<file path="config.mk">
export PLATFORM = sky130hd
export DESIGN_NAME = pos_tag_out_buffer
export DESIGN_NICKNAME = d
export VERILOG_FILES = /design/src/rtl/pos_tag_out_buffer.sv
export SDC_FILE = /design/constraint.sdc
export NUM_CORES = 1
export LEC_CHECK = 0
export CAP_MARGIN = 20
export CORE_ASPECT_RATIO = 1.4
export CORE_MARGIN = 5
export CORE_UTILIZATION = 30
export DETAILED_ROUTE_END_ITERATION = 16
export PLACE_DENSITY_LB_ADDON = 0.1
export SETUP_SLACK_MARGIN = 0.05
export SYNTH_ARGS = -nofsm -noshare
export SYNTH_HDL_FRONTEND = slang
export SYNTH_SLANG_ARGS = --single-unit
</file>
<file path="constraint.sdc">
create_clock -name clk -period 5.5 [get_ports clk]
set_input_delay 1.1 -clock clk [delete_from_list [all_inputs] [get_ports clk]]
set_output_delay 1.1 -clock clk [all_outputs]
set_load 0.02 [all_outputs]
</file>
<file path="src/rtl/pos_tag_out_buffer.sv">
// Output FIFO for Viterbi POS tags: buffers popped tags, marks the sentence-final tag, streams to host.
// Optional per-tag saturating histogram enabled by defining TAG_HISTOGRAM_EN.
module pos_tag_out_buffer #(
  parameter int POS_num     = 11,
  parameter int POS_num_bit = 4,
  parameter int DEPTH       = 16,
  parameter int DEPTH_BIT   = 4
) (
  input  logic                   clk,
  input  logic                   reset,
  input  logic                   tag_valid_in,
  input  logic [POS_num_bit-1:0] tag_in,
  input  logic                   done_in,
  input  logic                   out_ready,
`ifdef TAG_HISTOGRAM_EN
  input  logic [POS_num_bit-1:0] hist_sel,
  output logic [7:0]             hist_count,
`endif
  output logic                   out_valid,
  output logic [POS_num_bit-1:0] out_tag,
  output logic                   out_last,
  output logic                   full,
  output logic                   empty,
  output logic [DEPTH_BIT:0]     count,
  output logic                   overflow,
  output logic                   bad_tag,
  output logic                   sentence_done
);

  typedef enum logic [1:0] {
    IDLE    = 2'd0,
    COLLECT = 2'd1,
    DRAIN   = 2'd2
  } state_t;

  localparam logic [DEPTH_BIT:0]   DEPTH_C   = DEPTH[DEPTH_BIT:0];
  localparam logic [POS_num_bit:0] POS_LIMIT = POS_num[POS_num_bit:0];

  state_t                 state_q, state_d;
  logic [POS_num_bit-1:0] mem_q [DEPTH];
  logic [DEPTH-1:0]       last_q;
  logic [DEPTH_BIT-1:0]   wr_ptr_q, rd_ptr_q;
  logic [DEPTH_BIT:0]     count_q, count_d;
  logic                   done_q;
  logic                   overflow_q, overflow_d;
  logic                   bad_tag_q, bad_tag_d;
  logic                   sentence_done_q, sentence_done_d;

  logic                   empty_w, full_w, pop, push_req, push_ok, done_rise;
  logic                   head_last, mark_new, mark_prev;
  logic [DEPTH_BIT-1:0]   prev_ptr;

  assign empty_w   = (count_q == '0);
  assign full_w    = (count_q == DEPTH_C);
  assign pop       = ~empty_w & out_ready;
  assign push_req  = tag_valid_in & (state_q != DRAIN);
  assign push_ok   = push_req & (~full_w | pop);
  assign done_rise = done_in & ~done_q;
  assign head_last = last_q[rd_ptr_q];
  assign prev_ptr  = wr_ptr_q - DEPTH_BIT'(1);

  assign out_valid     = ~empty_w;
  assign out_tag       = empty_w ? '0 : mem_q[rd_ptr_q];
  assign out_last      = ~empty_w & head_last;
  assign full          = full_w;
  assign empty         = empty_w;
  assign count         = count_q;
  assign overflow      = overflow_q;
  assign bad_tag       = bad_tag_q;
  assign sentence_done = sentence_done_q;

  always_comb begin
    state_d         = state_q;
    sentence_done_d = 1'b0;
    mark_new        = 1'b0;
    mark_prev       = 1'b0;
    case (state_q)
      IDLE: begin
        if (push_ok && done_rise) begin
          mark_new = 1'b1;
          state_d  = DRAIN;
        end else if (push_ok) begin
          state_d = COLLECT;
        end else if (done_rise && empty_w) begin
          sentence_done_d = 1'b1;
        end
      end
      COLLECT: begin
        if (done_rise) begin
          if (push_ok) begin
            mark_new = 1'b1;
            state_d  = DRAIN;
          end else if (count_q > {{DEPTH_BIT{1'b0}}, pop}) begin
            mark_prev = 1'b1;
            state_d   = DRAIN;
          end else begin
            // The only remaining entry leaves this cycle, so there is nothing left to flag.
            sentence_done_d = 1'b1;
            state_d         = IDLE;
          end
        end
      end
      DRAIN: begin
        if (pop && head_last) begin
          sentence_done_d = 1'b1;
          state_d         = IDLE;
        end
      end
      default: state_d = IDLE;
    endcase
  end

  always_comb begin
    count_d = count_q;
    case ({push_ok, pop})
      2'b10:   count_d = count_q + (DEPTH_BIT+1)'(1);
      2'b01:   count_d = count_q - (DEPTH_BIT+1)'(1);
      default: count_d = count_q;
    endcase
  end

  always_comb begin
    overflow_d = overflow_q;
    bad_tag_d  = bad_tag_q;
    if ((push_req && !push_ok) || (tag_valid_in && state_q == DRAIN)) begin
      overflow_d = 1'b1;
    end
    if (push_ok && ({1'b0, tag_in} >= POS_LIMIT)) begin
      bad_tag_d = 1'b1;
    end
  end

  // Tag payload lives in plain storage; the last flags sit in flops so the previous entry can be marked later.
  always_ff @(posedge clk) begin
    if (push_ok) begin
      mem_q[wr_ptr_q] <= tag_in;
    end
  end

  always_ff @(posedge clk or posedge reset) begin
    if (reset) begin
      last_q <= '0;
    end else begin
      if (push_ok) begin
        last_q[wr_ptr_q] <= mark_new;
      end
      if (mark_prev) begin
        last_q[prev_ptr] <= 1'b1;
      end
    end
  end

  always_ff @(posedge clk or posedge reset) begin
    if (reset) begin
      state_q         <= IDLE;
      wr_ptr_q        <= '0;
      rd_ptr_q        <= '0;
      count_q         <= '0;
      done_q          <= 1'b0;
      overflow_q      <= 1'b0;
      bad_tag_q       <= 1'b0;
      sentence_done_q <= 1'b0;
    end else begin
      state_q         <= state_d;
      count_q         <= count_d;
      done_q          <= done_in;
      overflow_q      <= overflow_d;
      bad_tag_q       <= bad_tag_d;
      sentence_done_q <= sentence_done_d;
      if (push_ok) begin
        wr_ptr_q <= wr_ptr_q + DEPTH_BIT'(1);
      end
      if (pop) begin
        rd_ptr_q <= rd_ptr_q + DEPTH_BIT'(1);
      end
    end
  end

`ifdef TAG_HISTOGRAM_EN
  logic [POS_num*8-1:0] hist_flat;

  genvar gi;
  generate
    for (gi = 0; gi < POS_num; gi++) begin : g_hist
      logic [7:0] cnt_q;
      logic       hit;

      assign hit = push_ok && (tag_in == POS_num_bit'(gi));

      // The clear lands on the edge that ends the pulse cycle; a push on that same edge starts the new count.
      always_ff @(posedge clk or posedge reset) begin
        if (reset) begin
          cnt_q <= '0;
        end else if (sentence_done_q) begin
          cnt_q <= hit ? 8'd1 : 8'd0;
        end else if (hit && cnt_q != 8'hFF) begin
          cnt_q <= cnt_q + 8'd1;
        end
      end

      assign hist_flat[gi*8 +: 8] = cnt_q;
    end
  endgenerate

  always_comb begin
    hist_count = '0;
    for (int i = 0; i < POS_num; i++) begin
      if (hist_sel == i[POS_num_bit-1:0]) begin
        hist_count = hist_flat[i*8 +: 8];
      end
    end
  end
`endif

endmodule

</file>
Yosys cells after proc, flatten, opt, wreduce, memory -nomap -nowiden
Memory sizes are Yosys's and may differ from the RTL's.
Index checks and enable logic that the tools add are counted.
- add/sub/neg operators: 5
- $lt $le $gt $ge: 7
- bitwise logic cells: 10
- multiplexer cells: 35
- equality and inequality tests: 9
- reduce and logical (&&, ||, !) cells: 14
- operator list (kind ; number):
    $mux W16 ; 2
    $mux W1 ; 18
    $bwmux W16 ; 1
    $or A16 B16 Y16 ; 1
    $lt A4 B5 Y1 const B ; 3
    $mux W2 ; 6
    $pmux W5 S2 ; 1
    $add A4 B1 Y4 const B ; 2
    $demux W1 S4 ; 2
    $ge A4 B1 Y1 const B ; 2
    $logic_and A1 B1 Y1 ; 8
    $ne A2 B2 Y1 const B ; 3
    $pmux W2 S3 ; 1
    $add A5 B1 Y5 const B ; 1
    $and A1 B1 Y1 ; 5
    $eq A5 B5 Y1 const B ; 1
    $gt A5 B1 Y1 ; 1
    $logic_not A5 Y1 ; 1
    $sub A5 B1 Y5 const B ; 1
    $bmux W1 S4 ; 1
    $eq A2 B1 Y1 const B ; 2
    $eq A2 B2 Y1 const B ; 2
    $ge A4 B4 Y1 const B ; 1
    $mux W4 ; 1
    11 further kinds ; 13
- bits in writable memories: 64
- output and inout bits: 16
- flip-flop bits (word level): 35
- logic and storage cells: 90
- memories kept: 1
- input port bits: 9
- memories (name ; words ; width ; read ports ; clocked after memory_dff ; wr ports ; line ; text):
    mem_q ; 16 ; 4 ; 1 ; 0 ; 1 ; 40 ; logic [POS_num_bit-1:0] mem_q [DEPTH];

Logic depth before layout (Yosys ltp)
Gate-level depths: netlist of the first run.
- word-level depth: 12
- gate-level depth with buffers: 12
- gate-level depth less buffers: 11

Least setup slack after synthesis of the first run
No wires, ideal clock.
- path kind: reg-to-reg
- start: reg count_q[0] (netlist: count[0])
- end: reg count_q[4] (netlist: count[4])
- path buffers: 0
- stages on the path, launching flop included: 12
- data arrival time: 3.021 ns
- library setup time: 0.124 ns
- clock period less this slack: 3.145 ns
- path slack: 2.355 ns
- required time: 5.376 ns
- path through: dfrtp_1 -> or4_4 -> nand2b_1 -> nand2_1 -> inv_1 -> ha_1 -> fa_1 -> a21o_1 -> a21oi_1 -> xor2_1 -> nor2_1 -> xnor2_1
- cells in the longest elaborated chain, start to end: 7
- elaborated cells on any way between the ends: 13
- classes of those cells: 2 x add/sub; 3 x eq/ne; 1 x mux; 5 x bitwise; 2 x reduce/logical
- RTL lines (what ; line ; text):
    from (decl) ; 43 ; logic [DEPTH_BIT:0] count_q, count_d;
    from (signal assigned) ; 165 ; count_q <= count_d;
    $logic_not A5 Y1 (*) ; 53 ; assign empty_w = (count_q == '0);
    $not A1 Y1 (*) ; -- ;
    named net out_valid ; 19 ; output logic out_valid,
    $and A1 B1 Y1 (*) ; 55 ; assign pop = ~empty_w & out_ready;
    named net pop ; 49 ; logic empty_w, full_w, pop, push_req, push_ok, done_rise;
    $or A1 B1 Y1 ; 57 ; assign push_ok = push_req & (~full_w | pop);
    $and A1 B1 Y1 ; 57 ;
    $eq A2 B1 Y1 / $eq A2 B2 Y1 (equally long branches) ; 115 ; case ({push_ok, pop})
    $pmux W5 S2 / $reduce_bool A2 Y1 (equally long branches) ; -- ;
The timed path passes the listed nets; every way through them passes the cells marked *.
A chain may end at the register's enable or synchronous reset.

Worst setup path after layout of the first run
- start: reg rd_ptr_q[1]
- end: out out_tag[2]
- cells in the longest elaborated chain, start to end: 2
- RTL lines (what ; line ; text):
    from (decl) ; 42 ; logic [DEPTH_BIT-1:0] wr_ptr_q, rd_ptr_q;
    from (signal assigned) ; 174 ; rd_ptr_q <= rd_ptr_q + DEPTH_BIT'(1);
    $mem_v2 Z16 W4 ; -- ;
    $mux W4 ; 63 ; assign out_tag = empty_w ? '0 : mem_q[rd_ptr_q];
    to (decl) ; 20 ; output logic [POS_num_bit-1:0] out_tag,
No other way between the ends.

==> results of run 1 <==
flip-flops by register name, summed over array words and instances (netlist names):
register and count:
bad_tag 1, count 5, done_q 1, last_q 16
mem_q 64, overflow 1, rd_ptr_q 4, sentence_done 1
state_q 2, wr_ptr_q 4
Yosys cell counts:
cell	n	area, um^2
o22ai_1	1	6.26
buf_4	1	7.51
dfrtp_1	35	876
and3_1	13	81.3
edfxtp_1	64	1920
inv_1	13	48.8
fa_1	1	20.0
o221ai_1	4	35.0
o21ai_1	1	5.00
a21oi_1	3	15.0
buf_2	4	20.0
mux4_2	24	541
mux2_2	2	22.5
nand4_1	3	18.8
xnor2_1	11	96.3
ha_1	13	163
and2_1	5	31.3
nand2b_1	5	31.3
nor4_1	1	6.26
a211oi_2	1	12.5
or4_4	1	11.3
o21ai_0	15	75.1
nand3_1	2	10.0
nor2b_1	4	25.0
a211oi_1	1	7.51
or4_1	1	7.51
mux2i_1	14	140
clkbuf_1	7	26.3
nand2_1	21	78.8
nor3_1	3	15.0
o311a_1	1	10.0
xor2_1	3	26.3
or3_4	1	11.3
nor2_1	6	22.5
a31o_2	2	17.5
a21boi_0	1	7.51
a21o_1	4	30.0
final timing paths:
path,cells after the start,end,startpoint
max in group asynchronous,3,rd_ptr_q[0],reset
worst max register to register,11,count[4],count[0]
worst max-delay path,4,out_tag[2],rd_ptr_q[1]
worst min-delay path,1,overflow,overflow
worst min register to register,1,overflow,overflow
min in group asynchronous,3,wr_ptr_q[2],reset
kinds of logic after synthesis:
family | count (synthesis)
flip-flops | 99
multiplexers | 40
adder cells (fa/ha/maj) | 14
buffers and inverters | 25
AND/OR/NAND/NOR | 66
XOR/XNOR | 14
AO/OA/AOI/OAI | 34
layout make-up:
class                           count  area share (%)
Sequential cell                    99            53.3
Tap cell                          192            4.57
Clock buffer                        9            4.29
Clock inverter                      7            1.60
Multi-Input combinational cell    168            30.1
Timing Repair Buffer               29            5.29
Inverter                           13           0.929
per-stage QoR:
step | setup WS (ns) | power (mW) | utilization [%]
after global routing | 1.31 | 3.05 | 35.4
after global placement | 1.77 | 2.24 | 33.2
after detailed placement | 1.75 | 2.24 | 33.2
final | 1.45 | 2.85 | 35.4
after CTS | 1.36 | 2.91 | 35.3
after floorplan | 2.35 | 1.86 | -
metal layers:
| layer | routed length (um) | share of wire (%) | global-route usage [%] |
|---|---|---|---|
| met4 | 192 | 1.8 | 5.33 |
| met5 | 0 | 0 | 0 |
| met1 | 4530 | 42 | 16.2 |
| met2 | 5700 | 53 | 22.8 |
| met3 | 278 | 2.6 | 1.60 |
critical path: cells and delay by family (launching register included):
| kind | cells | cell delay (ns) |
|---|---|---|
| buffers and inverters | 1 | 0.53 |
| flip-flops | 1 | 0.97 |
| multiplexers | 2 | 0.91 |
| AND/OR/NAND/NOR | 1 | 0.17 |
power breakdown:
part	total, mW	internal (mW)	switching [mW]
Clock	0.657	0.361	0.296
Combinational	1.07	0.548	0.526
Sequential	1.12	0.947	0.176
Total	2.85	1.86	0.998
==> metrics.yaml, run 1 <==
status: "finished clean"
crit_path_end_kind: "primary output"
synth-adder-area-share_pct: 4.08
vias_per_cell: 4.80
cp_cell_sequence: "mux4_2, mux4_2, and2_1, clkdlybuf4s50_1"
boundaryPins: 25
port_buffers: 24
grt_setup_unrepaired: "no"
clk_lat_worst_skew_ns: 0.35
timing.final.hold_violations: 0
synth.yosys.seq_area_share_pct: 62.4
vias: 2480
placed_area_um2: 4940
setup_total_negative_slack_ns: 0
finalNetCount: 343
mapped_area_um2: 4480
first_global_vias: 2694
cp-start-kind: "flip-flop"
clk_path_buf_depth: 2
fin_worst_hold_slack_ns: 0.465
aggregate_global_routing_overflow: 0
proportion_of_synthesized_area_in_mux_cells_pct: 15.7
place_hpwl_mm: 7.38
slowest_stage: "dfrtp_1"
wire_per_inst_um: 20.7
synth_compound_gate_area_share_pct: 4.94
clock_tree_from_tritoncts: "yes"
multi_input_comb_area_um2: 1580
gp_congestion: 0.711
total_of_hold_buffers_inserted_after_clock_tree_synthesis: 0
cts_num_sinks: 99
drt_pass1_iterations: 6
clkSlewWorstSetupHoldPaths_ns: 0.07
area.growth.synth_to_final_pct: 17.3
postSynthAreaPerCell_um2: 15.3
regArea_um2: 2800
cts.repair.resized: 0
number_of_flip_flops_and_latches_in_the_synthesized_netlist: 99
area_share_of_and_or_nand_nor_cells_after_synthesis_pct: 7.82
required_ns: 4.40
cts.root.buffer_cell: "clkbuf_16"
dp.cells: 500
timing.clock.skew_ns: 0.00757
postSynthCellCount: 292
die_y_um: 155
min_period_ns: 4.05
drive_above_1_share_pct: 16.0
hold_path_class: "flip-flop to flip-flop"
fillcell_total: 1467
cts_buffer_count: 9
synth.net_count: 315
critical_path_peak_fanout: 20
number_of_distinct_standard_cells_referenced_by_the_synthesized_netlist: 37
coreArea_um2: 14900
grt.total_usage_pct: 13.0
die_w_um: 113
reg2reg_slack_ns: 2.12
cap_viol_max_count: 0
stdcell_area_um2: 5250
crit_path_max_incr_delay_ns: 0.97
cts-htree-levels: 3
leakage_nw: 1.93
synth_xor_xnor_area_share_pct: 2.74
wire_length_reported_by_the_detailed_router_mm: 10.7
timing_max_transition_violations_final: 0
diodes: 0
power_density_nw_per_um2: 543
dr.first_iter.drc_count: 102
tightestPinTransition_ns: 0.964
critPathKind: "flip-flop to primary output"
cpMostUsedCell: "mux4_2"
synth_top_family_by_area: "multiplexers"
placement_rows: 53
layout_commonest_cell: "edfxtp_1"
grt_first_pass_wirelength_mm: 16.7
peakVddDrop_mv: 0.247
drc: 0
number_of_antenna_violations_at_the_first_check_in_global_routing: 0
floorplan.die_area_um2: 17500
layoutNonFillerInstCount: 517
most-common-layout-cells: "edfxtp_1, dfrtp_1, mux4_2, clkdlybuf4s50_1, nand2_1"
cp_data_arrival_time_ns: 2.95
grt_max_degree: 36
floorplan.initialDensity_pct: 30.2
maxSlewHeadroom_pct: 35.7
final_min_period_over_clock_period_pct: 73.6
ys_warn_count: 0
ant_nets: 0
clock.fmax_ghz: 0.247
post_cts_buffers: 0
setup_violations: 0
Power figures use the tool's default switching activity.
==> inputs of run 2 (changes only) <==
==> constraint.sdc (replaced) <==
create_clock -name clk -period 4 [get_ports clk]
set_input_delay 0.8 -clock clk [delete_from_list [all_inputs] [get_ports clk]]
set_output_delay 0.8 -clock clk [all_outputs]
set_load 0.02 [all_outputs]
==> run 2 against run 1 <==
  * Die area stayed put
  * Total power is 38% higher
  * Routed wire length is 3.9% higher
  * Non-clock buffer count is 4 higher
  * Global-route usage is 0.53 points higher
  * Critical path depth is 1 higher
==> metrics.yaml, run 2 (same netlist as run 1, synthesis figures left out) <==
timing_max_transition_violations_final: 0  # unchanged
min_period_ns: 3.55
critPathKind: "flip-flop to primary output"  # unchanged
use_met3_pct: 1.68  # was 1.60%
clkSlewWorstSetupHoldPaths_ns: 0.07  # about the same
use_met2_pct: 24.5  # was 22.8%
status: "finished clean"  # unchanged
drive_above_1_share_pct: 17.0  # was 16.0%
placement_rows: 53  # unchanged
power_density_nw_per_um2: 746  # was 543 nW/um^2
timing.clock.skew_ns: 0.00881  # was 0.00757 ns
grt_setup_unrepaired: "no"  # unchanged
seqPwrFrac_pct: 37.8  # was 39.3%
timing.final.hold_violations: 0  # unchanged
clock.fmax_ghz: 0.282
total_of_hold_buffers_inserted_after_clock_tree_synthesis: 0  # unchanged
crit_path_end_kind: "primary output"  # unchanged
clk_lat_worst_skew_ns: 0.34  # was 0.35 ns
leakage_nw: 1.94  # was 1.93 nW
internal_power_mw: 2.53  # was 1.86 mW
ant_nets: 0  # unchanged
required_ns: 3.20  # was 4.40 ns
hold_path_class: "flip-flop to flip-flop"  # unchanged
wire_length_reported_by_the_detailed_router_mm: 11.1  # was 10.7 mm
grt_peak_use_layer: "met2"  # unchanged
tightestPinTransition_ns: 0.803  # was 0.964 ns
maxSlewHeadroom_pct: 46.4  # was 35.7%
largest_register: "mem_q"  # unchanged
number_of_antenna_violations_at_the_first_check_in_global_routing: 0  # unchanged
grt_max_degree: 24  # was 36
coreArea_um2: 14900  # unchanged
die_y_um: 155  # unchanged
setup_violations: 0  # unchanged
cts.root.buffer_cell: "clkbuf_16"  # unchanged
fin_worst_hold_slack_ns: 0.460  # was 0.465 ns
first_global_vias: 2818  # was 2694
vias_per_cell: 4.83  # was 4.80
finalNetCount: 347  # was 343
critical_path_peak_fanout: 17  # was 20
floorplan.die_area_um2: 17500  # unchanged
totalPowerFinal_mw: 3.93  # was 2.85 mW
switching_share_pct: 35.6  # was 35.0%
dr.first_iter.drc_count: 108  # was 102
cts_buffer_count: 9  # unchanged
grt.total_usage_pct: 13.6  # was 13.0%
cts_num_sinks: 99  # unchanged
largest_register_ffs: 64  # unchanged
share_comb_of_total_power_pct: 40.2  # was 37.7%
cts-htree-levels: 3  # unchanged
final_min_period_over_clock_period_pct: 88.6
area.growth.synth_to_final_pct: 17.6  # was 17.3%
most-common-layout-cells: "edfxtp_1, dfrtp_1, mux4_2, clkdlybuf4s50_1, nand2_1"  # unchanged
cap_viol_max_count: 0  # unchanged
post_cts_buffers: 0  # unchanged
floorplan.initialDensity_pct: 30.2  # unchanged
boundaryPins: 25  # unchanged
clock_power_share_pct: 21.9  # was 23.0%
met1_usage_grt_pct: 16.4  # was 16.2%
clk_path_buf_depth: 2  # unchanged
cp_data_arrival_time_ns: 2.75  # was 2.95 ns
grt_first_pass_wirelength_mm: 17.5  # was 16.7 mm
die_w_um: 113  # unchanged
layout_commonest_cell: "edfxtp_1"  # unchanged
place_hpwl_mm: 8.14  # was 7.38 mm
port_buffers: 24  # unchanged
fillcell_total: 1484  # was 1467
vias: 2517  # was 2480
aggregate_global_routing_overflow: 0  # unchanged
peakVddDrop_mv: 0.296  # was 0.247 mV
total_switching_power_mw: 1.40  # was 0.998 mW
setup_total_negative_slack_ns: 0  # unchanged
clock_tree_from_tritoncts: "yes"  # unchanged
diodes: 0  # unchanged
gp_congestion: 0.732  # was 0.711
wire_per_inst_um: 21.4  # was 20.7 um
drt_pass1_iterations: 4  # was 6
reg2reg_slack_ns: 0.62  # was 2.12 ns
cp-start-kind: "flip-flop"  # unchanged
cts.repair.resized: 0  # unchanged
drc: 0  # unchanged
run 2: final timing paths:
kind | start | end | depth (start not counted)
max in group asynchronous | reset | bad_tag | 3
min reg2reg | overflow | overflow | 1
max reg2reg | count[0] | count[4] | 11
min | overflow | overflow | 1
max | rd_ptr_q[0] | out_tag[0] | 5
min in group asynchronous | reset | wr_ptr_q[1] | 2
run 2: power by group through the flow:
stage / combinational (mW) / clock [mW] / sequential, mW
final: 1.58 / 0.862 / 1.49
after detailed placement: 1.61 / 0 / 1.52
after floorplan: 1.10 / 0 / 1.46
after global routing: 1.74 / 0.919 / 1.52
after global placement: 1.61 / 0 / 1.51
after CTS: 1.62 / 0.885 / 1.49
run 2: cell type report:
class                           count  area, um^2  share of cell area [%]
Clock buffer                       10         239                    4.53
Clock inverter                      6        56.3                    1.07
Inverter                           13        48.8                   0.926
Multi-Input combinational cell    168        1580                    30.0
Sequential cell                    99        2800                    53.1
Tap cell                          192         240                    4.56
Timing Repair Buffer               33         308                    5.84
run 2: critical path, stage by stage, from the launching register on:
cell             delay [ns]
dfrtp_1                0.34
buf_4                  0.30
mux4_2                 0.55
mux4_2                 0.46
and2_1                 0.20
clkdlybuf4s50_1        0.54
run 2: per-stage QoR:
stage / instances / util (%) / worst slack, ns / area (um^2)
final: 521 / 35.5 / 0.455 / 5270
after global routing: 521 / 35.5 / 0.332 / 5270
after CTS: 521 / 35.5 / 0.394 / 5270
after detailed placement: 505 / 33.5 / 0.563 / 4970
after global placement: 505 / 33.5 / 0.548 / 4970
after floorplan: 292 / - / 0.855 / 4480
run 2: layer usage:
metal | vias to the layer above | part of all wire [%]
met3 | 14 | 2.2
met2 | 54 | 55
met5 | - | 0
li1 | 1170 | -
met4 | 0 | 1.8
met1 | 1279 | 41
